[config.mk]
export PLATFORM = sky130hd
export DESIGN_NAME = branch_predict_pc_flat
export DESIGN_NICKNAME = d
export VERILOG_FILES = /design/src/rtl/branch_predict_pc_if.sv /design/src/rtl/branch_predict_pc.sv /design/src/flat_wrapper.sv
export SDC_FILE = /design/constraint.sdc
export NUM_CORES = 1
export LEC_CHECK = 0
export CAP_MARGIN = 15
export CORE_MARGIN = 5
export CORE_UTILIZATION = 23
export CTS_CLUSTER_DIAMETER = 100
export DETAILED_ROUTE_END_ITERATION = 10
export PLACE_DENSITY = 0.51
export SYNTH_ARGS = -nofsm -noshare
export SYNTH_HDL_FRONTEND = slang
export SYNTH_SLANG_ARGS = --single-unit
[constraint.sdc]
create_clock -name clk -period 5.95 [get_ports clk]
set_input_delay 1.19 -clock clk [delete_from_list [all_inputs] [get_ports clk]]
set_output_delay 1.19 -clock clk [all_outputs]
set_load 0.05 [all_outputs]
[src/rtl/branch_predict_pc_if.sv]
// Fetch/execute bundle of the branch-predicting PC unit.
// The slave modport is the PC unit itself; the master side drives stall and the execute resolution.
interface branch_predict_pc_if #(
    parameter int XLEN = 32
);
    logic            stall;
    logic [XLEN-1:0] pc;
    logic            pred_taken;
    logic [XLEN-1:0] pred_npc;
    logic            ex_valid;
    logic [3:0]      ex_info_branch;
    logic [XLEN-1:0] ex_reg1;
    logic [XLEN-1:0] ex_reg2;
    logic [XLEN-1:0] ex_target;
    logic [XLEN-1:0] ex_pc;
    logic [XLEN-1:0] ex_pred_npc;
    logic            flush;

    modport master (
        output stall, ex_valid, ex_info_branch, ex_reg1, ex_reg2, ex_target, ex_pc, ex_pred_npc,
        input  pc, pred_taken, pred_npc, flush
    );

    modport slave (
        input  stall, ex_valid, ex_info_branch, ex_reg1, ex_reg2, ex_target, ex_pc, ex_pred_npc,
        output pc, pred_taken, pred_npc, flush
    );
endinterface

[src/rtl/branch_predict_pc.sv]
// Fetch PC register with direct-mapped 2-bit-counter branch predictor and execute-stage redirect.
// Define BRANCH_PREDICT_EN to build the predictor table; otherwise fetch always predicts pc+4.
module branch_predict_pc #(
    parameter int              XLEN     = 32,
    parameter int              ENTRIES  = 16,
    parameter logic [XLEN-1:0] RESET_PC = '0
) (
    input logic                clk,
    input logic                rst_n,
    branch_predict_pc_if.slave bus
);
    // info_branch codes, matching the core's define file
    localparam logic [3:0] NOTBRANCH = 4'd0;
    localparam logic [3:0] Beq       = 4'd1;
    localparam logic [3:0] Bne       = 4'd2;
    localparam logic [3:0] Blt       = 4'd3;
    localparam logic [3:0] Bge       = 4'd4;
    localparam logic [3:0] Bltu      = 4'd5;
    localparam logic [3:0] Bgeu      = 4'd6;
    localparam logic [3:0] BJAL      = 4'd7;
    localparam logic [3:0] BJALR     = 4'd8;

    if (ENTRIES < 2 || (ENTRIES & (ENTRIES - 1)) != 0) begin : g_bad_entries
        $error("branch_predict_pc: ENTRIES must be a power of two >= 2");
    end

    logic [XLEN-1:0] pc_q;
    logic [XLEN-1:0] pc_plus4;
    logic            pred_taken;
    logic [XLEN-1:0] pred_npc;

    logic            eq, slt, ult;
    logic            is_br, taken;
    logic            resolve, mispredict;
    logic [XLEN-1:0] actual_npc;

    assign pc_plus4 = pc_q + XLEN'(4);

    // Branch resolution
    assign eq  = bus.ex_reg1 == bus.ex_reg2;
    assign slt = $signed(bus.ex_reg1) < $signed(bus.ex_reg2);
    assign ult = bus.ex_reg1 < bus.ex_reg2;

    always_comb begin
        is_br = 1'b1;
        taken = 1'b0;
        case (bus.ex_info_branch)
            Beq:   taken = eq;
            Bne:   taken = !eq;
            Blt:   taken = slt;
            Bge:   taken = !slt;
            Bltu:  taken = ult;
            Bgeu:  taken = !ult;
            BJAL:  taken = 1'b1;
            BJALR: taken = 1'b1;
            NOTBRANCH: is_br = 1'b0;
            default:   is_br = 1'b0;
        endcase
    end

    assign actual_npc = taken ? bus.ex_target : bus.ex_pc + XLEN'(4);
    assign resolve    = bus.ex_valid & is_br;
    assign mispredict = resolve & (actual_npc != bus.ex_pred_npc);

`ifdef BRANCH_PREDICT_EN
    localparam int IDX  = $clog2(ENTRIES);
    localparam int TAGW = XLEN - IDX - 2;

    logic [ENTRIES-1:0]                 tbl_valid;
    logic [ENTRIES-1:0][TAGW-1:0]       tbl_tag;
    logic [ENTRIES-1:0][XLEN-1:0]       tbl_tgt;
    logic [ENTRIES-1:0][1:0]            tbl_ctr;

    logic [IDX-1:0]  rd_idx, wr_idx;
    logic [TAGW-1:0] rd_tag, wr_tag;
    logic            rd_hit, wr_hit;

    assign rd_idx = pc_q[IDX+1:2];
    assign rd_tag = pc_q[XLEN-1:IDX+2];
    assign wr_idx = bus.ex_pc[IDX+1:2];
    assign wr_tag = bus.ex_pc[XLEN-1:IDX+2];

    // Lookup reads the pre-edge table, so a same-cycle write to rd_idx is not seen
    assign rd_hit     = tbl_valid[rd_idx] && (tbl_tag[rd_idx] == rd_tag);
    assign wr_hit     = tbl_valid[wr_idx] && (tbl_tag[wr_idx] == wr_tag);
    assign pred_taken = rd_hit & tbl_ctr[rd_idx][1];
    assign pred_npc   = pred_taken ? tbl_tgt[rd_idx] : pc_plus4;

    always_ff @(posedge clk or negedge rst_n) begin
        if (!rst_n) begin
            tbl_valid <= '0;
            tbl_tag   <= '0;
            tbl_tgt   <= '0;
            tbl_ctr   <= {ENTRIES{2'b01}};
        end else if (resolve) begin
            if (wr_hit) begin
                if (taken) begin
                    tbl_tgt[wr_idx] <= bus.ex_target;
                    if (tbl_ctr[wr_idx] != 2'b11) tbl_ctr[wr_idx] <= tbl_ctr[wr_idx] + 2'b01;
                end else if (tbl_ctr[wr_idx] != 2'b00) begin
                    tbl_ctr[wr_idx] <= tbl_ctr[wr_idx] - 2'b01;
                end
            end else if (taken) begin
                // Allocation evicts whatever aliased entry held this index
                tbl_valid[wr_idx] <= 1'b1;
                tbl_tag[wr_idx]   <= wr_tag;
                tbl_tgt[wr_idx]   <= bus.ex_target;
                tbl_ctr[wr_idx]   <= 2'b10;
            end
        end
    end
`else
    assign pred_taken = 1'b0;
    assign pred_npc   = pc_plus4;
`endif

    // Redirect outranks stall
    always_ff @(posedge clk or negedge rst_n) begin
        if (!rst_n)          pc_q <= RESET_PC;
        else if (mispredict) pc_q <= actual_npc;
        else if (!bus.stall) pc_q <= pred_npc;
    end

    assign bus.pc         = pc_q;
    assign bus.pred_taken = pred_taken;
    assign bus.pred_npc   = pred_npc;
    assign bus.flush      = mispredict;
endmodule

[src/flat_wrapper.sv]
// flat-port wrapper written by rule: the top's interface ports become plain ports
module branch_predict_pc_flat 
#(
    parameter int              XLEN     = 32,
    parameter int              ENTRIES  = 16,
    parameter logic [XLEN-1:0] RESET_PC = '0
)
  (clk, rst_n, bus_stall, bus_ex_valid, bus_ex_info_branch, bus_ex_reg1, bus_ex_reg2, bus_ex_target, bus_ex_pc, bus_ex_pred_npc, bus_pc, bus_pred_taken, bus_pred_npc, bus_flush);
  branch_predict_pc_if #(.XLEN(XLEN)) bus_i ();
  input logic clk;
  input logic rst_n;
  input wire logic [$bits(bus_i.stall)-1:0] bus_stall;
  input wire logic [$bits(bus_i.ex_valid)-1:0] bus_ex_valid;
  input wire logic [$bits(bus_i.ex_info_branch)-1:0] bus_ex_info_branch;
  input wire logic [$bits(bus_i.ex_reg1)-1:0] bus_ex_reg1;
  input wire logic [$bits(bus_i.ex_reg2)-1:0] bus_ex_reg2;
  input wire logic [$bits(bus_i.ex_target)-1:0] bus_ex_target;
  input wire logic [$bits(bus_i.ex_pc)-1:0] bus_ex_pc;
  input wire logic [$bits(bus_i.ex_pred_npc)-1:0] bus_ex_pred_npc;
  output wire logic [$bits(bus_i.pc)-1:0] bus_pc;
  output wire logic [$bits(bus_i.pred_taken)-1:0] bus_pred_taken;
  output wire logic [$bits(bus_i.pred_npc)-1:0] bus_pred_npc;
  output wire logic [$bits(bus_i.flush)-1:0] bus_flush;
  assign bus_i.stall = bus_stall;
  assign bus_i.ex_valid = bus_ex_valid;
  assign bus_i.ex_info_branch = bus_ex_info_branch;
  assign bus_i.ex_reg1 = bus_ex_reg1;
  assign bus_i.ex_reg2 = bus_ex_reg2;
  assign bus_i.ex_target = bus_ex_target;
  assign bus_i.ex_pc = bus_ex_pc;
  assign bus_i.ex_pred_npc = bus_ex_pred_npc;
  assign bus_pc = bus_i.pc;
  assign bus_pred_taken = bus_i.pred_taken;
  assign bus_pred_npc = bus_i.pred_npc;
  assign bus_flush = bus_i.flush;
  branch_predict_pc #(.XLEN(XLEN), .ENTRIES(ENTRIES), .RESET_PC(RESET_PC)) u_core (.clk(clk), .rst_n(rst_n), .bus(bus_i));
endmodule
==> summary.txt, run 1 <==
Placement
  • GPL Wtd Cong: 0.9010
  • DP Worst Slack: 161.7 ps
  • Placed cells: 1219
  • IO buf count: 232
  • Hpwl dp: 19390 microns

Min path
  • HP Class: flip-flop to flip-flop
  • Hold Path Origin: u_core.bus.pc[0]

Clock network
  • Num Clock Sinks: 32
  • Number of CTS-inserted buffers: 5
  • Clk Latency, worst-skew pair: 270 ps
  • CTS max path bufs: 2
  • Setup Buffers After CTS: 0
  • Clock transition at path regs: 50 ps
  • Clock Root Buffer: clkbuf_16
  • CTS tree: done
  • CTS HTree Levels: 2

Global routing
  • Vias in the first global route: 5949
  • Largest net degree at the start of global routing: 33
  • Initial antenna violation count: 3
  • GR Overflow Total: 0
  • First-pass GRT wire length: 34230 microns
  • Gr usage total: 16.43%

Cells and area
  • Multi-input logic area: 4095 sq um
  • Filler cell count: 2393
  • Max reg flops: 32
  • Reg area: 800.8 sq um
  • Non-filler instance count after layout: 1228
  • Layout cells sized above 1: 6.376%
  • Area delta synth->final: 55.48%
  • Final Core Density: 36.18%
  • Final #Nets: 1143

Power and ir drop
  • VDD IR max: 0.1545 mV
  • PwrDens: 225.0 nW/um^2
  • Leakage: 3.146 nW

Routing
  • Via/cell ratio: 4.904
  • Final wirelength: 22590 microns
  • Pre-antenna DRT Iters: 4
  • Routed vias: 6022
  • Number of DRC markers in iteration 0: 352
  • Residual DRC: 0
  • DRT antenna net count: 0
  • WL/cell: 18.40 microns

Timing
  • Max Transition Viols Final: 0
  • Worst Setup Slack, final: 258.7 ps
  • F_max: 0.1757 GHz
  • Final setup TNS: 0 ps
  • Slew margin rel.: 42.49%
  • Final Hold Viols: 0
  • Final Setup Violations: 0
  • Slew @ Worst Pin: 862.7 ps
  • Unrepaired setup endpoints after global routing: no
  • Worst Skew: 3.824 ps
  • Fin crit period: 5691 ps
  • Part of the cycle the worst path needs: 95.65%

Worst setup path
  • Max incr delay on CP: 440 ps
  • Worst-path cell chain: clkdlybuf4s50_1 > ha_1 > xor2_1 > nor4_2 > buf_4 > o221ai_1 > a2111oi_1 > o2111ai_1 > nor4_1 > buf_4 > nand4_1 > o211ai_2 > nand2_1 > buf_12
  • Worst R2R Start: u_core.bus.pc[2]
  • Crit path launch type: input pin
  • Worst EP required: 4760 ps
  • Max Fanout on Critical Path: 3
  • CP Class: input pin to output pin
  • Crit. Startpoint: bus_ex_pc[3]
  • Worst path arrival time: 4500 ps
  • Critical Path Most Common Cell: buf_4
  • Slowest CP cell: clkdlybuf4s50_1
  • Setup crit end kind: output pin

Flow run
  • Number of max-cap violations: 0

Logic synthesis
  • EDFF count, synth: 0
  • Top-area cell type share of the netlist area: 15.25%
  • Register area share after synthesis: 15.25%
  • Async SR Flop Fraction: 100.0%
  • Post-synth net total: 908
  • Synth warn: 0
  • Post-Syn Instances: 706
  • Synth top area cells: dfrtp_1 (15%), xnor2_1 (14%), ha_1 (8.1%)
  • Cell taking the most area after synthesis: dfrtp_1
  • Post-synth top flop: dfrtp_1
  • Seq cells post-synth: 32
  • Synth unique cells: 69
  • Avg Cell Area, Syn: 7.440 sq um
  • Post-Synthesis Cell Area: 5253 sq um

Floorplanning
  • Core region area: 22570 sq um
  • Top Ports: 234
  • Die Span Y: 161.1 microns
  • Row count: 55
  • Starting Density: 23.27%
  • Total die area: 25960 sq um
  • Die outline width: 161.1 microns

Status
  • Status: finished clean
## logic make-up (layout without fill, tap and decap cells)
group | count (synthesis) | count (layout) | share of synthesized area, %
other cells | 1 | 3 | 0.07139
buf+inv | 90 | 325 | 7.098
fa+ha+maj | 34 | 34 | 8.099
flops | 32 | 32 | 15.25
xor+xnor | 127 | 127 | 21.70
simple gates | 276 | 276 | 26.99
compound gates | 141 | 141 | 19.56
mux | 5 | 5 | 1.239
## layout by cell type (no fill, tap or decap), types with 7 or more instances in the layout
master	count
nand2_1	68
ha_1	34
inv_1	54
dfrtp_1	32
nor2_1	50
a211oi_1	15
o22ai_1	21
and3_1	9
clkdlybuf4s50_1	231
a21oi_1	19
nor2b_1	11
nor3_1	33
nor4_1	10
xnor2_1	83
and2_1	7
a32oi_1	14
nand3_1	25
o211ai_1	14
o21ai_0	13
xor2_1	42
nand4_1	24
buf_4	32
## final timing paths
path | end | slack [ps] | cells past startpoint
max | bus_flush | 260 | 14
min | u_core.bus.pc[0] | 660 | 2
max reg2reg | u_core.bus.pc[28] | 2850 | 11
min reg2reg | u_core.bus.pc[0] | 660 | 2
max in group asynchronous | u_core.bus.pc[1] | 4310 | 2
min in group asynchronous | u_core.bus.pc[11] | 1340 | 2
## per-stage QoR
stage	total power [mW]	instance area, sq um	hold WS (ps)
2_1_floorplan	1.111	5253	831.5
3_3_place_gp	1.605	8014	655.8
3_5_place_dp	1.606	8014	653.6
4_1_cts	1.847	8148	664.4
5_1_grt	1.930	8167	712.8
6_report	1.838	8167	657.5
## power by group
part           switching, mW  leakage, nW  internal [mW]
Combinational          0.749         2.71          0.486
Clock                 0.0838       0.0667          0.151
Sequential            0.0966        0.372          0.271
## cells in the mapped netlist (5+ instances only)
cell,instances
xnor2_1,83
nand2_1,68
inv_1,54
nor2_1,51
xor2_1,42
ha_1,34
nor3_1,33
dfrtp_1,32
nand3_1,25
nand4_1,24
o22ai_1,21
clkbuf_1,20
a21oi_1,19
a211oi_1,15
a32oi_1,14
o211ai_1,14
o21ai_0,13
nor4_1,12
nor2b_1,11
buf_2,10
and3_1,9
and2_1,7
and4_1,6
or3_1,6
nand2b_1,5
or2_2,5
## layout make-up
cell class	count	area share, %
Antenna cell	2	0.06128
Clock buffer	6	1.578
Clock inverter	1	0.06128
Inverter	54	2.482
Multi-Input combinational cell	584	50.15
Sequential cell	32	9.805
Tap cell	285	4.366
Timing Repair Buffer	264	31.50
## worst max-delay path, delay by kind of cell
kind	cells	cell delay [ps]
buffers and inverters	4	950
AO/OA/AOI/OAI	4	940
AND/OR/NAND/NOR	4	840
adder cells (fa/ha/maj)	1	370
XOR/XNOR	1	200
## routing by layer
layer | global-route usage [%] | vias to the layer above | part of all wire (%)
met3 | 1.914 | 25 | 5.7
met2 | 26.69 | 208 | 46
met5 | 0 | - | 0.031
li1 | - | 3012 | -
met1 | 23.39 | 2775 | 47
met4 | 3.722 | 2 | 1.8
## repair_timing
action                                  in CTS  in global routing
hold buffers                                 0                  0
endpoints found under the setup margin       0                  1
gates resized for setup                      0                  3
Power figures use the tool's default switching activity.
==> run 2: changes to the inputs <==
--- a/config.mk
+++ b/config.mk
@@ -10,7 +10,7 @@
 export CORE_UTILIZATION = 23
 export CTS_CLUSTER_DIAMETER = 100
 export DETAILED_ROUTE_END_ITERATION = 10
-export PLACE_DENSITY = 0.51
+export PLACE_DENSITY_LB_ADDON = 0.25
 export SYNTH_ARGS = -nofsm -noshare
 export SYNTH_HDL_FRONTEND = slang
 export SYNTH_SLANG_ARGS = --single-unit
==> constraint.sdc (replaced) <==
create_clock -name clk -period 6.5 [get_ports clk]
set_input_delay 1.3 -clock clk [delete_from_list [all_inputs] [get_ports clk]]
set_output_delay 1.3 -clock clk [all_outputs]
set_load 0.05 [all_outputs]
==> summary.txt, run 2 (synthesis results as in run 1) <==
Placement
  • GPL Wtd Cong: 0.9162 (+1.7%)
  • Placed cells: 1200 (-1.6%)
  • Hpwl dp: 19190 microns (-1.0%)
  • IO buf count: 232 (unchanged)

Clock network
  • Clock Root Buffer: clkbuf_16
  • Clk Latency, worst-skew pair: 270 ps (about the same)
  • Post-CTS sizing: 0 (unchanged)
  • Post-CTS Hold Buffers: 0 (unchanged)
  • Num Clock Sinks: 32 (unchanged)
  • Clock transition at path regs: 50 ps (about the same)
  • CTS HTree Levels: 2 (unchanged)
  • Setup Buffers After CTS: 0 (unchanged)
  • CTS tree: done
  • Number of CTS-inserted buffers: 5 (unchanged)
  • CTS max path bufs: 2 (unchanged)

Timing
  • Part of the cycle the worst path needs: 95.82%
  • F_max: 0.1606 GHz
  • Final setup TNS: 0 ps (unchanged)
  • Worst Skew: 3.145 ps (-0.6789 ps)
  • Final Hold Viols: 0 (unchanged)
  • Slew @ Worst Pin: 864.4 ps (+1.726 ps)
  • Fin crit period: 6228 ps
  • Slew margin rel.: 42.37% (-0.11 points)
  • Final Setup Violations: 0 (unchanged)
  • Max Transition Viols Final: 0 (unchanged)
  • Unrepaired setup endpoints after global routing: no

Worst setup path
  • Crit. Startpoint: bus_ex_pc[2]
  • Worst-path cell chain: clkdlybuf4s50_1 > ha_1 > nand4_1 > or4_1 > or4_1 > xor2_1 > a221o_1 > nor4_2 > nand4_1 > o211ai_2 > nand2_1 > buf_12
  • Worst R2R Start: u_core.bus.pc[2]
  • Reg2Reg Setup Slack: 3390 ps (+540 ps)
  • Max Fanout on Critical Path: 8 (+5)
  • Worst Reg2Reg Path Length in Cells: 11 (unchanged)
  • Worst EP required: 5200 ps (+440 ps)
  • CP Class: input pin to output pin
  • Max incr delay on CP: 570 ps (+130 ps)
  • Worst path arrival time: 4930 ps (+430 ps)
  • CP endpoint: bus_flush
  • Crit path launch type: input pin
  • Setup crit end kind: output pin
  • Slowest CP cell: clkdlybuf4s50_1
  • R2r endpoint: u_core.bus.pc[28]

Routing
  • Routed vias: 5988 (-0.56%)
  • Via/cell ratio: 4.957 (+1.1%)
  • Number of DRC markers in iteration 0: 391 (+11%)
  • Final wirelength: 22330 microns (-1.1%)
  • DRT antenna net count: 0 (unchanged)
  • Residual DRC: 0 (unchanged)
  • Pre-antenna DRT Iters: 4 (unchanged)
  • WL/cell: 18.49 microns (+0.50%)

Cells and area
  • Multi-input logic area: 4081 sq um (-0.34%)
  • Reg area: 800.8 sq um (unchanged)
  • Commonest non-fill, non-tap cell in the layout: clkdlybuf4s50_1
  • Non-filler instance count after layout: 1208 (-1.6%)
  • Final #Nets: 1124 (-1.7%)
  • Max reg flops: 32 (unchanged)
  • Layout cells sized above 1: 4.230% (-2.1 points)
  • Area delta synth->final: 52.45%
  • Filler cell count: 2379 (-0.59%)
  • Most frequent cells in the layout: clkdlybuf4s50_1 (231), xnor2_1 (83), nand2_1 (68)

Min path
  • HP Class: flip-flop to flip-flop

Floorplanning
  • Die Span Y: 161.1 microns (unchanged)
  • Top Ports: 234 (unchanged)
  • Die outline width: 161.1 microns (unchanged)
  • Row count: 55 (unchanged)
  • Total die area: 25960 sq um (unchanged)
  • Starting Density: 23.27% (unchanged)
  • Core region area: 22570 sq um (unchanged)

Global routing
  • Gr usage total: 16.29% (-0.14 points)
  • Initial antenna violation count: 3 (unchanged)
  • Largest net degree at the start of global routing: 33 (unchanged)
  • GR Overflow Total: 0 (unchanged)
  • First-pass GRT wire length: 33820 microns (-1.2%)
  • Vias in the first global route: 6007 (+0.97%)

Power and ir drop
  • VDD IR max: 0.1379 mV (-11%)
  • Total power: 1.675 mW (-8.8%)
  • PwrDens: 209.2 nW/um^2 (-7.0%)
  • Leakage: 3.053 nW (-3.0%)

Status
  • Status: finished clean

Flow run
  • Number of max-cap violations: 0 (unchanged)
run 2: worst min-delay path by stage:
stage	start	endpoint	slack (ps)	depth (start not counted)
after floorplan	u_core.bus.pc[1]	u_core.bus.pc[1]	830	2
after global placement	u_core.bus.pc[0]	u_core.bus.pc[0]	650	2
after detailed placement	u_core.bus.pc[0]	u_core.bus.pc[0]	650	2
after CTS	u_core.bus.pc[0]	u_core.bus.pc[0]	670	2
after global routing	u_core.bus.pc[1]	u_core.bus.pc[1]	680	2
final	u_core.bus.pc[0]	u_core.bus.pc[0]	650	2
run 2: area by class of cell:
cell class	count	share of cell area, %
inverters	54	2.531
clock inverters	1	0.06250
repair buffers	245	30.34
diodes	1	0.03125
flip-flops and latches	32	10.00
multi-input cells	584	50.97
clock buffers	6	1.609
well taps	285	4.453
run 2: metal layers:
| layer | GRT usage (%) | up-vias | share of wire (%) |
|---|---|---|---|
| met4 | 2.055 | 4 | 0.89 |
| met2 | 26.86 | 204 | 46 |
| met3 | 2.781 | 18 | 6.0 |
| met1 | 22.99 | 2790 | 47 |
| met5 | 0 | - | 0.11 |
| li1 | - | 2972 | - |
run 2: report_power, final:
group	leakage, nW	switching [mW]	internal (mW)
clock network	0.0667	0.0768	0.139
registers	0.372	0.0884	0.248
logic	2.61	0.685	0.438
total	3.05	0.850	0.825
run 2: through the flow:
step	setup slack [ps]	cell area [sq um]	hold WS, ps	utilization [%]
floorplan	680.3	5253	831.5	-
global placement	372.6	7871	652.0	34.87
detailed placement	293.2	7871	652.1	34.87
CTS	285.6	8005	667.1	35.47
global route	71.55	8008	675.3	35.48
finish	271.7	8008	649.6	35.48
run 2: critical path: cells and delay by family:
| kind | cells | cell delay [ps] |
|---|---|---|
| simple gates | 6 | 1820 |
| buf+inv | 2 | 750 |
| compound gates | 2 | 510 |
| fa+ha+maj | 1 | 360 |
| xor+xnor | 1 | 190 |
==> RTL edit, RTL diff (flow settings as in run 1) <==
`XLEN` is set to 32 in 3 places; all go to 48.
--- a/src/rtl/branch_predict_pc_if.sv
+++ b/src/rtl/branch_predict_pc_if.sv
@@ -2,5 +2,5 @@
 // The slave modport is the PC unit itself; the master side drives stall and the execute resolution.
 interface branch_predict_pc_if #(
-    parameter int XLEN = 32
+    parameter int XLEN = 48
 );
     logic            stall;
--- a/src/rtl/branch_predict_pc.sv
+++ b/src/rtl/branch_predict_pc.sv
@@ -2,5 +2,5 @@
 // Define BRANCH_PREDICT_EN to build the predictor table; otherwise fetch always predicts pc+4.
 module branch_predict_pc #(
-    parameter int              XLEN     = 32,
+    parameter int              XLEN     = 48,
     parameter int              ENTRIES  = 16,
     parameter logic [XLEN-1:0] RESET_PC = '0
--- a/src/flat_wrapper.sv
+++ b/src/flat_wrapper.sv
@@ -2,5 +2,5 @@
 module branch_predict_pc_flat 
 #(
-    parameter int              XLEN     = 32,
+    parameter int              XLEN     = 48,
     parameter int              ENTRIES  = 16,
     parameter logic [XLEN-1:0] RESET_PC = '0
Interface: changed (7 resized); port bits go from 234 to 346. No check against the original RTL was run, so the function may have changed too.
==> RTL edit against run 1 <==
  * The run now ends with setup timing left
  * Clock power is 65% higher
  * Setup slack worse by 0.40 ns
  * Total power is 70% higher
  * Maximum frequency is 6.5% lower
  * Design area is 60% higher
  * Sequential cell count is 16 higher
  * Wire length is 65% higher
  * Synthesized area is 41% higher
  * Largest cell class unchanged
==> RTL edit: results (changes against run 1) <==
- Relative slew margins: 43.9% (was 42.5%)
- Largest stage delay on the critical path: 0.42 ns (was 0.44 ns)
- Reg2Reg Capture Point: u_core.bus.pc[45]$_DFFE_PN0P_ (was u_core.bus.pc[28]$_DFFE_PN0P_)
- CP Launch Point: bus_ex_reg1[36] (was bus_ex_pc[3])
- M1 wire length: 16.8 mm (was 10.5 mm)
- Largest register FFs: 48 (was 32)
- Run status: finished with violations (was completed)
- Sequential share of the synthesized area: 16.2% (was 15.2%)
- Post-Synth XOR/XNOR Area: 21.5% (was 21.7%)
- R2r setup slk: 2.07 ns (was 2.85 ns)
- Final Wtd Congestion: 0.873 (was 0.901)
- Skew-Pair Late Insertion Delay: 0.30 ns (was 0.27 ns)
- Adder-cell area share of the yosys netlist: 8.60% (was 8.10%)
- Placed insts: 1,791 (was 1,219)
- Met2 WL post-DR: 17.8 mm (was 10.4 mm)
- Largest cells by area after synthesis: dfrtp_1 16%, xnor2_1 13%, ha_1 8.5%, mux2i_1 8.4%, xor2_1 7.0% (was dfrtp_1 15%, xnor2_1 14%, ha_1 8.1%, xor2_1 7.0%, nand2_1 4.9%)
- Violated checks: setup timing
- Fin Setup TNS: -0.138 ns (was 0 ns)
- Layout cells sized above 1: 21.8% (was 6.38%)
- Port Buf Inserts: 344 (was 232)
- 1st-iter DRT viols: 566 (was 352)
- Largest fanout on the critical path: 5 (was 3)
- Overall routed net length: 37.2 mm (was 22.6 mm)
- Post-CTS setup buffers: 13 (was 0)
- Vias in the first global route: 8,763 (was 5,949)
- Hold Worst Slack: 0.563 ns (was 0.657 ns)
- Final worst slack: -0.138 ns (was 0.259 ns)
- Fin Clk Skew: 0.00506 ns (was 0.00382 ns)
- Final setup violation count: 1 (was 0)
- Mux contribution to synthesized area: 11.1% (was 1.24%)
- Worst EP arrival: 4.90 ns (was 4.50 ns)
- Layout Nets: 1,707 (was 1,143)
- Unique masters post-synth: 64 (was 69)
- Compound-Gate Fraction of Synth Area: 11.4% (was 19.6%)
- Global Route met2 Usage: 32.7% (was 26.7%)
- Gr usage total: 19.8% (was 16.4%)
- Met3 usage: 3.15% (was 1.91%)
- Via density: 4.77 (was 4.90)
- Mapped Nets: 1,249 (was 908)
- Standby leakage power: 5.36 nW (was 3.15 nW)
- Syn_area_per_cell: 7.77 µm² (was 7.44 µm²)
- IR drop worst, VDD: 0.248 mV (was 0.155 mV)
- Switching pwr: 1.61 mW (was 0.929 mW)
- Initial DRT Pass Iterations: 5 (was 4)
-- RTL edit: layout make-up --
| cell class | instances | area, µm² |
|---|---|---|
| fill | 3233 | 18600 |
| multi-input combinational | 787 | 6420 |
| timing repair buffer | 485 | 4430 |
| sequential | 48 | 1200 |
| tap | 402 | 503 |
| inverter | 82 | 310 |
| clock buffer | 5 | 125 |
| clock inverter | 3 | 68.8 |
| antenna | 5 | 12.5 |
-- RTL edit: worst register-to-register path, cell delays in order (launching register included) --
cell and delay (ns):
dfrtp_1 0.54, and4_1 0.34, and3_1 0.26, nand3_1 0.16
or2_2 0.41, nor2_1 0.30, nand3_1 0.28, or3_1 0.47
nor2_1 0.25, and3_1 0.28, nor2b_1 0.20, xnor2_1 0.15
mux2i_1 0.09
-- RTL edit: power by group through the flow --
stage	logic [mW]	registers, mW	clock network, mW
final	2.13	0.605	0.387
after global routing	2.23	0.629	0.407
after floorplan	0.919	0.895	0
after global placement	2.07	0.608	0
after detailed placement	2.07	0.609	0
after CTS	2.13	0.604	0.394
